**config.mk**
```make
export PLATFORM = sky130hd
export DESIGN_NAME = fp16_unpack
export DESIGN_NICKNAME = d
export VERILOG_FILES = /design/src/rtl/fp16_unpack.sv
export SDC_FILE = /design/constraint.sdc
export NUM_CORES = 1
export LEC_CHECK = 0
export ABC_AREA = 1
export ABC_CLOCK_PERIOD_IN_PS = 3800
export CORE_MARGIN = 10
export CORE_UTILIZATION = 30
export DETAILED_ROUTE_END_ITERATION = 10
export DONT_BUFFER_PORTS = 1
export PLACE_DENSITY = 0.46
export RECOVER_POWER = 25
export SETUP_SLACK_MARGIN = 0.1
export SYNTH_ARGS = -nofsm -noshare
export SYNTH_HDL_FRONTEND = slang
export SYNTH_SLANG_ARGS = --single-unit
```
**constraint.sdc**
```tcl
create_clock -name clk -period 3.8 [get_ports clk]
set_clock_uncertainty 0.05 [all_clocks]
set_input_delay 0.76 -clock clk [delete_from_list [all_inputs] [get_ports clk]]
set_output_delay 0.76 -clock clk [all_outputs]
set_load 0.02 [all_outputs]
```
**src/rtl/fp16_unpack.sv**
```systemverilog
// FP16 input decoder: splits a half-precision word into sign, 7-bit signed exponent
// and an 11-bit mantissa with explicit leading one; subnormals normalize one bit per cycle.
module fp16_unpack (
    input  logic        clk,
    input  logic        rst,
    input  logic        in_valid,
    output logic        in_ready,
    input  logic [15:0] in_data,
    output logic        out_valid,
    input  logic        out_ready,
    output logic        sign,
    output logic [6:0]  exp_init,
    output logic [10:0] norm_mant,
    output logic        is_zero,
    output logic        is_inf,
    output logic        is_nan
);

    typedef enum logic [1:0] {
        IDLE = 2'd0,
        NORM = 2'd1,
        DONE = 2'd2
    } state_t;

    state_t      state_q, state_d;
    logic        sign_q, sign_d;
    logic [6:0]  exp_q, exp_d;
    logic [10:0] mant_q, mant_d;
    logic        zero_q, zero_d;
    logic        inf_q, inf_d;
    logic        nan_q, nan_d;

    logic        accept;
    logic [4:0]  e_field;
    logic [9:0]  f_field;

    assign e_field = in_data[14:10];
    assign f_field = in_data[9:0];

    // NOTE: every signal written here gets its hold value first, so no path
    // through the case/if tree can leave it unassigned and infer a latch.
    always_comb begin
        state_d = state_q;
        sign_d  = sign_q;
        exp_d   = exp_q;
        mant_d  = mant_q;
        zero_d  = zero_q;
        inf_d   = inf_q;
        nan_d   = nan_q;

        in_ready = rst && ((state_q == IDLE) || ((state_q == DONE) && out_ready));
        accept   = in_valid && in_ready;

        case (state_q)
            NORM: begin
                // The bit about to move into position 10 is the leading one.
                mant_d = mant_q << 1;
                exp_d  = exp_q - 7'd1;
                if (mant_q[9]) begin
                    state_d = DONE;
                end
            end
            DONE: begin
                if (out_ready) begin
                    state_d = IDLE;
                end
            end
            default: ;
        endcase

        if (accept) begin
            sign_d = in_data[15];
            zero_d = 1'b0;
            inf_d  = 1'b0;
            nan_d  = 1'b0;
            if (e_field == 5'd31) begin
                exp_d   = 7'd31;
                mant_d  = {1'b1, f_field};
                inf_d   = (f_field == 10'd0);
                nan_d   = (f_field != 10'd0);
                state_d = DONE;
            end else if (e_field != 5'd0) begin
                exp_d   = {2'b00, e_field};
                mant_d  = {1'b1, f_field};
                state_d = DONE;
            end else if (f_field == 10'd0) begin
                exp_d   = 7'd0;
                mant_d  = 11'd0;
                zero_d  = 1'b1;
                state_d = DONE;
            end else begin
                exp_d   = 7'd0;
                mant_d  = {1'b0, f_field};
                state_d = NORM;
            end
        end
    end

    // NOTE: state uses non-blocking assignments so every flop samples the
    // pre-edge values, independent of process evaluation order.
    always_ff @(posedge clk or negedge rst) begin
        if (!rst) begin
            state_q <= IDLE;
            sign_q  <= 1'b0;
            exp_q   <= 7'd0;
            mant_q  <= 11'd0;
            zero_q  <= 1'b0;
            inf_q   <= 1'b0;
            nan_q   <= 1'b0;
        end else begin
            state_q <= state_d;
            sign_q  <= sign_d;
            exp_q   <= exp_d;
            mant_q  <= mant_d;
            zero_q  <= zero_d;
            inf_q   <= inf_d;
            nan_q   <= nan_d;
        end
    end

    assign out_valid = (state_q == DONE);
    assign sign      = sign_q;
    assign exp_init  = exp_q;
    assign norm_mant = mant_q;
    assign is_zero   = zero_q;
    assign is_inf    = inf_q;
    assign is_nan    = nan_q;

endmodule

```
==> flow_metrics.py <==
metrics = {
    "global_route": {
        "grt_use_total": 0.1034,
        "grt_pass1_wl_um": 6030,
        "grt_start_max_net_pins": 26,
        "grt_pass1_vias": 1163,
        "antenna_found_initial": 0,
        "gr-total-overflow": 0,
    },
    "sta": {
        "rsz0062_at_grt": "no",
        "hold_violations": 0,
        "fin_hold_ws_ns": 0.1194,
        "setup_violations": 0,
        "fmax_mhz": 511.8,
        "drv_slew": 0,
        "tns_ns": 0,
        "fin_crit_sh": 0.5142,
        "fin_crit_ns": 1.954,
        "relSlewSlack": 0.7391,
        "worstMarginPinSlew_ns": 0.3900,
    },
    "placement": {
        "place.gp.congestion": 0.8035,
        "io_buffers": 0,
        "dp_hpwl_um": 2750,
        "dp.cells": 229,
    },
    "power": {
        "power-per-cell-area_nw_per_um2": 796.7,
        "power.leakage_nw": 0.6983,
        "vdd_ir_drop_max_uv": 279.9,
    },
    "critical_path": {
        "crit_chain": "nor2_4 > nand2_1 > inv_1",
        "timing.rr.end": "exp_init[2]$_DFFE_PN0P_",
        "startpoint_type": "flop",
        "endpoint_kind": "output pin",
        "reg2reg_depth": 6,
        "crit_buf_inv": 1,
        "r2r-start": "state_q[0]$_DFFE_PN0P_",
        "critical_path_class": "flop to output pin",
        "cp_max_fo": 6,
        "path_delay_family": "flip-flops",
        "cp_slowest_cell": "dfrtp_1",
        "r2r_setup_slack_ns": 2.21,
        "crit_required_ns": 2.99,
        "cpPeakStageDelay_ns": 0.48,
        "critPathArrivalTime_ns": 1.14,
    },
    "yosys": {
        "syn_area_um2": 1338,
        "yosys-top-cells-count": "nand2_1 (61), nor2_1 (26), dfrtp_1 (24), inv_1 (16), nand3_1 (13)",
        "synth_edf_count": 0,
        "synth-async-reset-ratio": 1.000,
        "syn-num-nets": 202,
        "yosysMostFrequentCell": "nand2_1",
        "synth_seq_area_share": 0.4490,
        "synthCells": 181,
        "netlist.area_leader.share": 0.4490,
        "yosysWarnings": 0,
        "syn_avg_cell_area_um2": 7.390,
        "ys.flop_type": "dfrtp_1",
        "yosysTopAreaCell": "dfrtp_1",
        "ys_top_cells_by_area": "dfrtp_1 (45%), nand2_1 (17%), nor2_1 (7.3%)",
        "synth_cell_types": 23,
        "ys_seq_elements": 24,
    },
    "detailed_routing": {
        "vias_per_cell": 4.605,
        "wl_per_cell_um": 15.26,
        "vias": 1073,
        "dr.pass1.iters": 6,
        "totalWireLength_um": 3555,
        "drc": 0,
        "drt-initial-drc-count": 35,
        "postRouteAntennaNets": 0,
    },
    "die": {
        "die_w_um": 86.77,
        "die_h_um": 86.77,
        "io_pins": 44,
        "die-area_um2": 7529,
        "core-area_um2": 4324,
        "initial_core_util": 0.3093,
        "rows": 24,
    },
    "layout": {
        "antenna_cells": 0,
        "fin_nets": 203,
        "fin_cells": 233,
        "syn_to_final_growth_pct": 7.109,
        "drive_gt1_frac": 0.1050,
        "nFillCells": 503,
    },
    "clock_tree": {
        "h-tree-depth": 1,
        "clkLatencyLatePin_ns": 0.27,
        "ctsLongestPathBuffers": 2,
        "post_cts_buffers": 0,
        "cts_buffers": 3,
        "clkTransAtPathRegs_ns": 0.09,
        "clock-sinks": 24,
        "cts_tree": "built",
        "root_buffer": "clkbuf_8",
        "postCtsResizedCells": 0,
        "holdBufCountCts": 0,
    },
    "run": {
        "max-cap-violations": 0,
    },
    "run_status": {
        "status": "completed",
    },
    "min_path": {
        "min_path_type": "input port to asynchronous set/reset pin",
    },
}
[how the worst max path moves through the flow]
| stage | from | end | cells after the start |
|---|---|---|---|
| 2_1_floorplan | rst | in_ready | 4 |
| 3_3_place_gp | rst | in_ready | 4 |
| 3_5_place_dp | rst | in_ready | 4 |
| 4_1_cts | state_q[0]$_DFFE_PN0P_ | in_ready | 3 |
| 5_1_grt | state_q[1]$_DFFE_PN0P_ | out_valid | 2 |
| 6_report | state_q[0]$_DFFE_PN0P_ | in_ready | 3 |
[sequential cells by signal, indices dropped and copies added, names as in the netlist]
name       flops
norm_mant     11
exp_init       7
state_q        2
is_inf         1
is_nan         1
is_zero        1
sign           1
[per-stage QoR]
| stage | setup WS, ns | power [mW] | cell area, um^2 | utilization |
|---|---|---|---|---|
| 6_report | 1.846 | 1.141 | 1433 | 0.3313 |
| 5_1_grt | 1.781 | 1.249 | 1433 | 0.3313 |
| 4_1_cts | 1.836 | 1.167 | 1433 | 0.3313 |
| 3_5_place_dp | 1.851 | 0.9339 | 1361 | 0.3148 |
| 3_3_place_gp | 1.865 | 0.9191 | 1361 | 0.3148 |
| 2_1_floorplan | 1.895 | 0.8479 | 1338 | - |
[routing by layer]
metal  part of all wire  vias up  global-route usage
met3               0.13        4             0.05722
met2               0.48       34              0.1732
li1                   -      559                   -
met1               0.37      476              0.1053
met5                  0        -                   0
met4              0.014        0             0.03976
[final cells by class]
type | count | area [um^2] | share of cell area
Clock buffer | 3 | 41.29 | 0.02882
Clock inverter | 1 | 30.03 | 0.02096
Inverter | 19 | 73.82 | 0.05153
Tap cell | 52 | 65.06 | 0.04541
Multi-Input combinational cell | 134 | 621.8 | 0.4341
Sequential cell | 24 | 600.6 | 0.4192
[cell families after synthesis]
logic type	after synthesis	synth area share
AOI/OAI and AO/OA	18	0.07016
xor gates and xnor gates	1	0.006549
adders and majority gates	1	0.009353
buffers and inverters	23	0.08607
DFF	24	0.4490
and+or+nand+nor	114	0.3789
[power breakdown]
part	internal (mW)	switching, mW	leakage (nW)	total [mW]
registers	0.358	0.240	0.298	0.598
logic	0.114	0.200	0.365	0.314
clock network	0.141	0.0882	0.0357	0.229
[layout by cell type (no fill, tap or decap), drive strengths merged]
cell    instances
nand3b          1
nand3          14
nand2          66
bufinv          1
inv            19
nor2           31
o21ai          11
ha              1
xor2            1
dfrtp          24
clkbuf          3
or2             1
nand4           1
a21oi           7
(Power assumes the default switching activity.)
